<file path="config.mk">
export PLATFORM = sky130hd
export DESIGN_NAME = lsu_dmem_ctrl_flat
export DESIGN_NICKNAME = d
export VERILOG_FILES = /design/src/rtl/lsu_dmem_ctrl_if.sv /design/src/rtl/lsu_dmem_ctrl.sv /design/src/flat_wrapper.sv
export SDC_FILE = /design/constraint.sdc
export NUM_CORES = 1
export LEC_CHECK = 0
export CORE_UTILIZATION = 25
export CTS_BUF_LIST = sky130_fd_sc_hd__clkbuf_4
export CTS_CLUSTER_SIZE = 10
export DETAILED_ROUTE_END_ITERATION = 8
export PLACE_DENSITY = 0.59
export SYNTH_ARGS = -nofsm -noshare
export SYNTH_HDL_FRONTEND = slang
export SYNTH_SLANG_ARGS = --single-unit
</file>
<file path="constraint.sdc">
create_clock -name clk -period 16.7 [get_ports clk]
set_clock_uncertainty 0.1 [all_clocks]
set_input_delay 3.34 -clock clk [delete_from_list [all_inputs] [get_ports clk]]
set_output_delay 3.34 -clock clk [all_outputs]
set_load 0.1 [all_outputs]
</file>
<file path="src/rtl/lsu_dmem_ctrl_if.sv">
// Request/response handshake plus RAM data-port bus for the LSU memory stage.
// slave = the LSU itself; master = execute stage / RAM side.
interface lsu_dmem_ctrl_if #(parameter int XLEN = 64);
  logic            req_valid;
  logic            req_ready;
  logic            req_wen;
  logic [1:0]      req_size;
  logic            req_unsigned;
  logic [XLEN-1:0] req_addr;
  logic [XLEN-1:0] req_wdata;
  logic            resp_valid;
  logic            resp_ready;
  logic [XLEN-1:0] resp_rdata;
  logic            resp_misalign;
  logic            dmem_en;
  logic [XLEN-1:0] dmem_addr;
  logic [XLEN-1:0] dmem_rdata;
  logic [XLEN-1:0] dmem_wdata;
  logic [XLEN-1:0] dmem_wmask;
  logic            dmem_wen;

  modport slave (
    input  req_valid, req_wen, req_size, req_unsigned, req_addr, req_wdata,
           resp_ready, dmem_rdata,
    output req_ready, resp_valid, resp_rdata, resp_misalign,
           dmem_en, dmem_addr, dmem_wdata, dmem_wmask, dmem_wen
  );

  modport master (
    output req_valid, req_wen, req_size, req_unsigned, req_addr, req_wdata,
           resp_ready, dmem_rdata,
    input  req_ready, resp_valid, resp_rdata, resp_misalign,
           dmem_en, dmem_addr, dmem_wdata, dmem_wmask, dmem_wen
  );
endinterface

</file>
<file path="src/rtl/lsu_dmem_ctrl.sv">
// LSU memory stage: one aligned 64-bit RAM access per request, lane-aligned stores,
// extended loads. Define LSU_MISALIGN_CHECK_EN to trap misaligned requests instead of aligning them.
module lsu_dmem_ctrl #(
  parameter int XLEN = 64
) (
  input logic            clk,
  input logic            rst,
  lsu_dmem_ctrl_if.slave bus
);
  localparam int LANES = XLEN / 8;

  typedef enum logic [1:0] {IDLE, ACCESS, RESP} state_t;

  typedef struct packed {
    logic            wen;
    logic [1:0]      size;
    logic            uns;
    logic [XLEN-1:0] addr;
    logic [XLEN-1:0] wdata;
  } lsu_req_t;

  state_t          st, nxt;
  lsu_req_t        lat;
  logic [XLEN-1:0] rdata_q;
  logic            mis_q;
  logic            mis_chk;
  logic            acc;
  logic [2:0]      off;
  logic [LANES-1:0] bmask;
  logic [XLEN-1:0] sh;
  logic [XLEN-1:0] ld;

`ifdef LSU_MISALIGN_CHECK_EN
  always_comb begin
    case (bus.req_size)
      2'd1:    mis_chk = bus.req_addr[0];
      2'd2:    mis_chk = |bus.req_addr[1:0];
      2'd3:    mis_chk = |bus.req_addr[2:0];
      default: mis_chk = 1'b0;
    endcase
  end
  assign off = lat.addr[2:0];
`else
  assign mis_chk = 1'b0;
  // Misaligned offsets are rounded down to the access size's natural boundary.
  always_comb begin
    case (lat.size)
      2'd1:    off = {lat.addr[2:1], 1'b0};
      2'd2:    off = {lat.addr[2], 2'b00};
      2'd3:    off = 3'b000;
      default: off = lat.addr[2:0];
    endcase
  end
`endif

  always_comb begin
    nxt           = st;
    bus.req_ready = 1'b0;
    bus.resp_valid = 1'b0;
    acc           = 1'b0;
    case (st)
      IDLE: begin
        bus.req_ready = 1'b1;
        if (bus.req_valid) nxt = mis_chk ? RESP : ACCESS;
      end
      ACCESS: begin
        acc = 1'b1;
        nxt = RESP;
      end
      RESP: begin
        bus.resp_valid = 1'b1;
        if (bus.resp_ready) nxt = IDLE;
      end
      default: nxt = IDLE;
    endcase
  end

  always_comb begin
    case (lat.size)
      2'd0:    bmask = 8'h01 << off;
      2'd1:    bmask = 8'h03 << off;
      2'd2:    bmask = 8'h0F << off;
      default: bmask = 8'hFF;
    endcase
  end

  // Enables are also gated by rst so a reset mid-access can never commit a write.
  assign bus.dmem_en    = acc & ~rst;
  assign bus.dmem_wen   = acc & ~rst & lat.wen;
  assign bus.dmem_addr  = {lat.addr[XLEN-1:3], 3'b000};
  assign bus.dmem_wdata = acc ? (lat.wdata << {off, 3'b000}) : '0;

  for (genvar g = 0; g < LANES; g++) begin : g_lane
    assign bus.dmem_wmask[8*g +: 8] = {8{acc & bmask[g]}};
  end

  assign sh = bus.dmem_rdata >> {off, 3'b000};

  always_comb begin
    case (lat.size)
      2'd0:    ld = lat.uns ? {56'b0, sh[7:0]}  : {{56{sh[7]}},  sh[7:0]};
      2'd1:    ld = lat.uns ? {48'b0, sh[15:0]} : {{48{sh[15]}}, sh[15:0]};
      2'd2:    ld = lat.uns ? {32'b0, sh[31:0]} : {{32{sh[31]}}, sh[31:0]};
      default: ld = sh;
    endcase
  end

  always_ff @(posedge clk or posedge rst) begin
    if (rst) begin
      st      <= IDLE;
      lat     <= '0;
      rdata_q <= '0;
      mis_q   <= 1'b0;
    end else begin
      st <= nxt;
      if (st == IDLE && bus.req_valid) begin
        lat     <= '{wen: bus.req_wen, size: bus.req_size, uns: bus.req_unsigned,
                     addr: bus.req_addr, wdata: bus.req_wdata};
        mis_q   <= mis_chk;
        rdata_q <= '0;
      end
      if (st == ACCESS) rdata_q <= lat.wen ? '0 : ld;
    end
  end

  assign bus.resp_rdata    = rdata_q;
  assign bus.resp_misalign = mis_q;
endmodule

</file>
<file path="src/flat_wrapper.sv">
// flat-port wrapper written by rule: the top's interface ports become plain ports
module lsu_dmem_ctrl_flat 
#(
  parameter int XLEN = 64
)
  (clk, rst, bus_req_valid, bus_req_wen, bus_req_size, bus_req_unsigned, bus_req_addr, bus_req_wdata, bus_resp_ready, bus_dmem_rdata, bus_req_ready, bus_resp_valid, bus_resp_rdata, bus_resp_misalign, bus_dmem_en, bus_dmem_addr, bus_dmem_wdata, bus_dmem_wmask, bus_dmem_wen);
  lsu_dmem_ctrl_if #(.XLEN(XLEN)) bus_i ();
  input logic clk;
  input logic rst;
  input wire logic [$bits(bus_i.req_valid)-1:0] bus_req_valid;
  input wire logic [$bits(bus_i.req_wen)-1:0] bus_req_wen;
  input wire logic [$bits(bus_i.req_size)-1:0] bus_req_size;
  input wire logic [$bits(bus_i.req_unsigned)-1:0] bus_req_unsigned;
  input wire logic [$bits(bus_i.req_addr)-1:0] bus_req_addr;
  input wire logic [$bits(bus_i.req_wdata)-1:0] bus_req_wdata;
  input wire logic [$bits(bus_i.resp_ready)-1:0] bus_resp_ready;
  input wire logic [$bits(bus_i.dmem_rdata)-1:0] bus_dmem_rdata;
  output wire logic [$bits(bus_i.req_ready)-1:0] bus_req_ready;
  output wire logic [$bits(bus_i.resp_valid)-1:0] bus_resp_valid;
  output wire logic [$bits(bus_i.resp_rdata)-1:0] bus_resp_rdata;
  output wire logic [$bits(bus_i.resp_misalign)-1:0] bus_resp_misalign;
  output wire logic [$bits(bus_i.dmem_en)-1:0] bus_dmem_en;
  output wire logic [$bits(bus_i.dmem_addr)-1:0] bus_dmem_addr;
  output wire logic [$bits(bus_i.dmem_wdata)-1:0] bus_dmem_wdata;
  output wire logic [$bits(bus_i.dmem_wmask)-1:0] bus_dmem_wmask;
  output wire logic [$bits(bus_i.dmem_wen)-1:0] bus_dmem_wen;
  assign bus_i.req_valid = bus_req_valid;
  assign bus_i.req_wen = bus_req_wen;
  assign bus_i.req_size = bus_req_size;
  assign bus_i.req_unsigned = bus_req_unsigned;
  assign bus_i.req_addr = bus_req_addr;
  assign bus_i.req_wdata = bus_req_wdata;
  assign bus_i.resp_ready = bus_resp_ready;
  assign bus_i.dmem_rdata = bus_dmem_rdata;
  assign bus_req_ready = bus_i.req_ready;
  assign bus_resp_valid = bus_i.resp_valid;
  assign bus_resp_rdata = bus_i.resp_rdata;
  assign bus_resp_misalign = bus_i.resp_misalign;
  assign bus_dmem_en = bus_i.dmem_en;
  assign bus_dmem_addr = bus_i.dmem_addr;
  assign bus_dmem_wdata = bus_i.dmem_wdata;
  assign bus_dmem_wmask = bus_i.dmem_wmask;
  assign bus_dmem_wen = bus_i.dmem_wen;
  lsu_dmem_ctrl #(.XLEN(XLEN)) u_core (.clk(clk), .rst(rst), .bus(bus_i));
endmodule
</file>
## Yosys cells after proc, flatten, opt, wreduce, memory -nomap -nowiden

Index checks and enable logic that the tools add are counted.

| storage, ports and cells | value |
|---|---|
| bits in registers | 198 |
| bits in latches | 0 |
| bits in writable memories | 0 |
| bits in read-only memories | 0 |
| input port bits | 200 |
| output and inout bits | 261 |
| logic and storage cells | 51 |
| memories kept | 0 |

| operators by class | value |
|---|---|
| add/sub/neg operators | 0 |
| $mul | 0 |
| div/mod/pow operators | 0 |
| $lt $le $gt $ge | 0 |
| equal/unequal tests | 7 |
| shift operators | 5 |
| mux-type cells | 16 |
| bitwise gates (word level) | 11 |
| reductions and logical operators | 5 |

Operator list:

| cell | number |
|---|---|
| $mux 64 | 7 |
| $pmux 64 s3 | 1 |
| $shl 64x6->64 | 1 |
| $shr 64x6->64 | 1 |
| $pmux 8 s3 | 1 |
| $and 1x1->1 | 10 |
| $pmux 3 s3 | 1 |
| $shl 1x3->8 const A | 1 |
| $shl 2x3->8 const A | 1 |
| $shl 4x3->8 const A | 1 |
| $eq 2x2->1 const B | 3 |
| $pmux 2 s3 | 1 |
| $eq 2x1->1 const B | 2 |
| $logic_not 2->1 | 2 |
| $mux 2 | 2 |
| $ne 2x2->1 const B | 2 |
| $mux 1 | 3 |
| $reduce_and 2->1 | 1 |
| $reduce_bool 2->1 | 1 |
| $logic_and 1x1->1 | 1 |
| $not 1->1 | 1 |

## Longest topological paths before layout

| logic depth | value |
|---|---|
| depth in word-level cells | 7 |
| gate-level depth with buffers | 12 |
| depth with buffers taken out | 7 |

## Worst setup path after synthesis

Ideal clock, no wire load.

| timing path | value |
|---|---|
| kind | input to output |
| start point | input rst |
| end point | output bus_dmem_wen |
| arrival time | 8.677 ns |
| required time | 13.260 ns |
| slack | 4.583 ns |
| stages on the path | 2 |
| cell sequence | inv_1 -> and3_1 |

| on the way | value |
|---|---|
| word-level cells in the longest chain between the ends | 3 |

Ends and longest elaborated chain:

| item | line | source |
|---|---|---|
| start: declaration | flat_wrapper.sv:9 | `input logic rst;` |
| $not 1->1 | lsu_dmem_ctrl.sv:89 | `assign bus.dmem_wen = acc & ~rst & lat.wen;` |
| $and 1x1->1 (2 in a row) | lsu_dmem_ctrl.sv:89 |  |
| end: declaration | flat_wrapper.sv:26 | `output wire logic [$bits(bus_i.dmem_wen)-1:0] bus_dmem_wen;` |

Every way passes these cells.

## Worst setup path after layout

| timing path | value |
|---|---|
| start point | register u_core.lat[129] in the netlist's numbering |
| end point | output bus_dmem_wmask[12] |

| on the way | value |
|---|---|
| word-level cells in the longest chain between the ends | 5 |
| elaborated cells between the ends (all ways) | 10 |
| those cells by class | eq/ne (3); shift (3); mux (2); bitwise (1); reduce/logical (1) |

Ends and longest elaborated chain:

| item | line | source |
|---|---|---|
| start: declaration | lsu_dmem_ctrl.sv:23 | `lsu_req_t lat;` |
| start signal: assignment | lsu_dmem_ctrl.sv:117 | `lat <= '{wen: bus.req_wen, size: bus.req_size, uns: bus.req_unsigned,` |
| $eq 2x2->1 (tied with other cells) | lsu_dmem_ctrl.sv:47 | `case (lat.size)` |
| $pmux 3 s3 | lsu_dmem_ctrl.sv:47 |  |
| $shl 4x3->8 (tied with other cells) | lsu_dmem_ctrl.sv:82 | `2'd2: bmask = 8'h0F << off;` |
| $pmux 8 s3 * | lsu_dmem_ctrl.sv:79 | `case (lat.size)` |
| $and 1x1->1 * | lsu_dmem_ctrl.sv:94 | `assign bus.dmem_wmask[8*g +: 8] = {8{acc & bmask[g]}};` |
| end: declaration | flat_wrapper.sv:25 | `output wire logic [$bits(bus_i.dmem_wmask)-1:0] bus_dmem_wmask;` |

Every way passes the cells marked *; elsewhere a longest branch is shown, timed or not.

==> summary.txt <==
Status
  • Outcome: completed

Worst setup path
  • WS Path Type: flip-flop to output pin
  • WP data arrival: 6050 ps
  • R2R Path End: u_core.bus.resp_rdata[22]$_DFFE_PP0P_
  • Reg2reg start: u_core.lat[129]$_DFFE_PP0P_
  • Req. time, crit path: 13260 ps
  • Crit end category: output pin
  • Max FO, Critical Path: 29
  • R2R depth: 9
  • R2r setup slk: 11900 ps
  • Crit start category: flip-flop

Yosys
  • Yosys top cell by area: dfrtp_1
  • Top cells by area, synth: dfrtp_1 39%, mux2_2 11%, buf_4 7.1%, mux4_2 5.8%, nand2_1 5.6%
  • Sequential-to-total area share from yosys stat: 39.0%
  • Yosys reg bits: 198
  • Ys flop type: dfrtp_1
  • Synth warnings: 0
  • Avg Cell Area, Syn: 9.76 um^2
  • Post-Syn Area: 0.0127 mm^2
  • Async S/R FF share, synth: 100%
  • Mapped Cells: 1303
  • EDFF count, synth: 0
  • Unique cell type count in the Yosys netlist: 51
  • Top cell type's share of synthesized area: 39.0%

Detailed routing
  • Vias per std cell: 5.10
  • Detailed router's first-iteration violation count: 1103
  • Residual DRC: 0
  • Post-route ant nets: 0
  • Drt first pass iters: 7
  • Vias: 11600
  • Total Wirelength: 53400 um
  • DR WL/cell: 23.5 um

STA
  • Slew @ Worst Pin: 1240 ps
  • Final worst path period share: 56.9%
  • # setup viols final: 0
  • Period minus WS final: 9490 ps
  • Post-route setup TNS: 0 ps
  • RSZ-0062 raised after global routing: no
  • Pins Over Slew Limit: 0
  • Worst slew margin: 16.6%
  • Fmax: 0.105 GHz
  • Fin. Hold Viols: 0

Final layout
  • Share of cells above drive strength 1: 14.7%
  • Filler Cell Count: 5079
  • Final #Nets: 1784
  • Area delta synth->final: 36.1%

Clock tree
  • CTS Hold Bufs: 0
  • Worst-path clk slew: 170 ps
  • Root Buffer: clkbuf_4
  • H-tree levels: 4
  • Maximum clock path buffer count: 2
  • CTS tree: yes
  • Post-CTS Setup Repair Bufs: 0
  • Clk sink count: 198
  • Post-CTS sizing: 0
  • Clock Latency Late Sink: 740 ps
  • CTS Buf Count: 17

GRT
  • GR Util All Layers: 20.5%
  • Vias in the first global route: 11400
  • First-pass GRT wire length: 77300 um
  • Initial antenna violation count: 16
  • Pin count of the biggest net entering global routing: 104
  • Grt total ovfl: 0

Die
  • Die W: 228 um
  • Core Footprint: 0.0502 mm^2
  • Die Y: 228 um
  • Die Area: 0.0518 mm^2
  • Rows: 82
  • Initial Util: 25.3%
  • # IOs: 461

Worst hold path
  • Hold Crit Start: u_core.bus.resp_rdata[6]$_DFFE_PP0P_
  • Hold EP: u_core.bus.resp_rdata[6]$_DFFE_PP0P_
  • Hold/Removal Path Class: flip-flop to flip-flop
  • Hold Path Depth: 2

Placed design
  • I/O Buffers: 456
  • GP Congestion: 0.869
  • Detailed Place HPWL: 39200 um

Run
  • MaxCap Viol Count: 0
-- state kept, by name, indices dropped and copies added (netlist names) --
register               cells
u_core.st                  2
u_core.bus.resp_rdata     64
u_core.lat                71
u_core.bus.dmem_addr      61
-- layout by cell type, fill, tap and decap left out, types with 6 or more instances in the layout --
cell,n
dfrtp_1,198
nor3_1,23
ha_1,6
diode_2,7
o211ai_1,37
nor2_1,52
o2111ai_1,6
nand2_1,189
mux2_2,129
o21ai_0,28
nand3_1,39
a21o_1,7
buf_4,24
mux2i_1,52
inv_1,8
a21oi_1,67
nor2b_1,12
mux4_2,33
clkdlybuf4s50_1,456
a31oi_1,28
a221oi_1,19
and3_1,11
and2_1,19
a222oi_1,7
a22oi_1,7
a211oi_1,48
clkbuf_4,17
o2bb2ai_1,8
-- per-layer routing --
layer / GRT usage [%] / wire length [um] / vias up / share of wire [%]
met5: 0 / 64 / - / 0.12
met4: 7.08 / 1400 / 10 / 2.6
met3: 7.29 / 5390 / 83 / 10
met2: 35.0 / 26200 / 609 / 49
met1: 23.5 / 20300 / 5694 / 38
li1: - / - / 5175 / -
-- cells by family (layout without fill, tap and decap cells) --
group / count (synthesis) / after routing / share of synthesized area, %
and+or+nand+nor: 358 / 358 / 12.4
AOI/OAI and AO/OA: 290 / 290 / 15.9
buffers and inverters: 236 / 519 / 10.8
muxes: 214 / 214 / 21.4
DFF: 198 / 198 / 39.0
adders and majority gates: 6 / 6 / 0.590
other: 1 / 11 / 0.0295
-- worst max-delay path, cell delays in order, from the launching register on --
cell	delay (ps)
dfrtp_1	410
inv_1	120
ha_1	600
o31a_2	490
buf_4	230
nor2_1	660
nand2_1	570
o21ai_0	920
clkdlybuf4s50_1	1290
-- cell usage after synthesis (all sizes together), types with 4 or more instances --
cell,number
a211oi,48
a21o,7
a21oi,68
a221oi,19
a222oi,7
a22oi,7
a31oi,28
and2,20
and3,11
buf,150
clkbuf,77
dfrtp,198
ha,6
inv,9
mux2,129
mux2i,52
mux4,33
nand2,190
nand2b,4
nand3,39
nor2,52
nor2b,12
nor3,24
o2111ai,7
o211ai,37
o21a,4
o21ai,30
o2bb2ai,8
o31ai,4
-- layout make-up --
| class | count | area [um^2] | share of cell area (%) |
|---|---|---|---|
| Multi-Input combinational cell | 872 | 6460 | 37.3 |
| Inverter | 9 | 41.3 | 0.239 |
| Clock buffer | 17 | 128 | 0.738 |
| Clock inverter | 13 | 119 | 0.687 |
| Antenna cell | 7 | 17.5 | 0.101 |
| Sequential cell | 198 | 4950 | 28.6 |
| Timing Repair Buffer | 480 | 4740 | 27.4 |
| Tap cell | 672 | 841 | 4.86 |
-- per-stage QoR --
stage	hold slack, ps	std cells	setup slack (ps)	utilization (%)	instance area [um^2]
2_1_floorplan	380	1306	4580	-	12700
3_3_place_gp	364	2231	7530	34.0	17000
3_5_place_dp	370	2231	7520	34.0	17000
4_1_cts	406	2261	7030	34.5	17300
5_1_grt	428	2264	6820	34.5	17300
6_report	405	2268	7210	34.5	17300
-- how the worst max path moves through the flow --
| stage | startpoint | to | slack, ps | cells after the start |
|---|---|---|---|---|
| after floorplan | rst | bus_dmem_wen | 4580 | 2 |
| after global placement | rst | bus_dmem_wen | 7530 | 4 |
| after detailed placement | rst | bus_dmem_wen | 7520 | 4 |
| after CTS | u_core.lat[129]$_DFFE_PP0P_ | bus_dmem_wmask[11] | 7030 | 8 |
| after global routing | u_core.lat[130]$_DFFE_PP0P_ | bus_dmem_wmask[13] | 6820 | 8 |
| final | u_core.lat[129]$_DFFE_PP0P_ | bus_dmem_wmask[12] | 7210 | 8 |
Power is not shown: default switching activity piles up to over one toggle a cycle in this logic, so the estimate is an artifact.
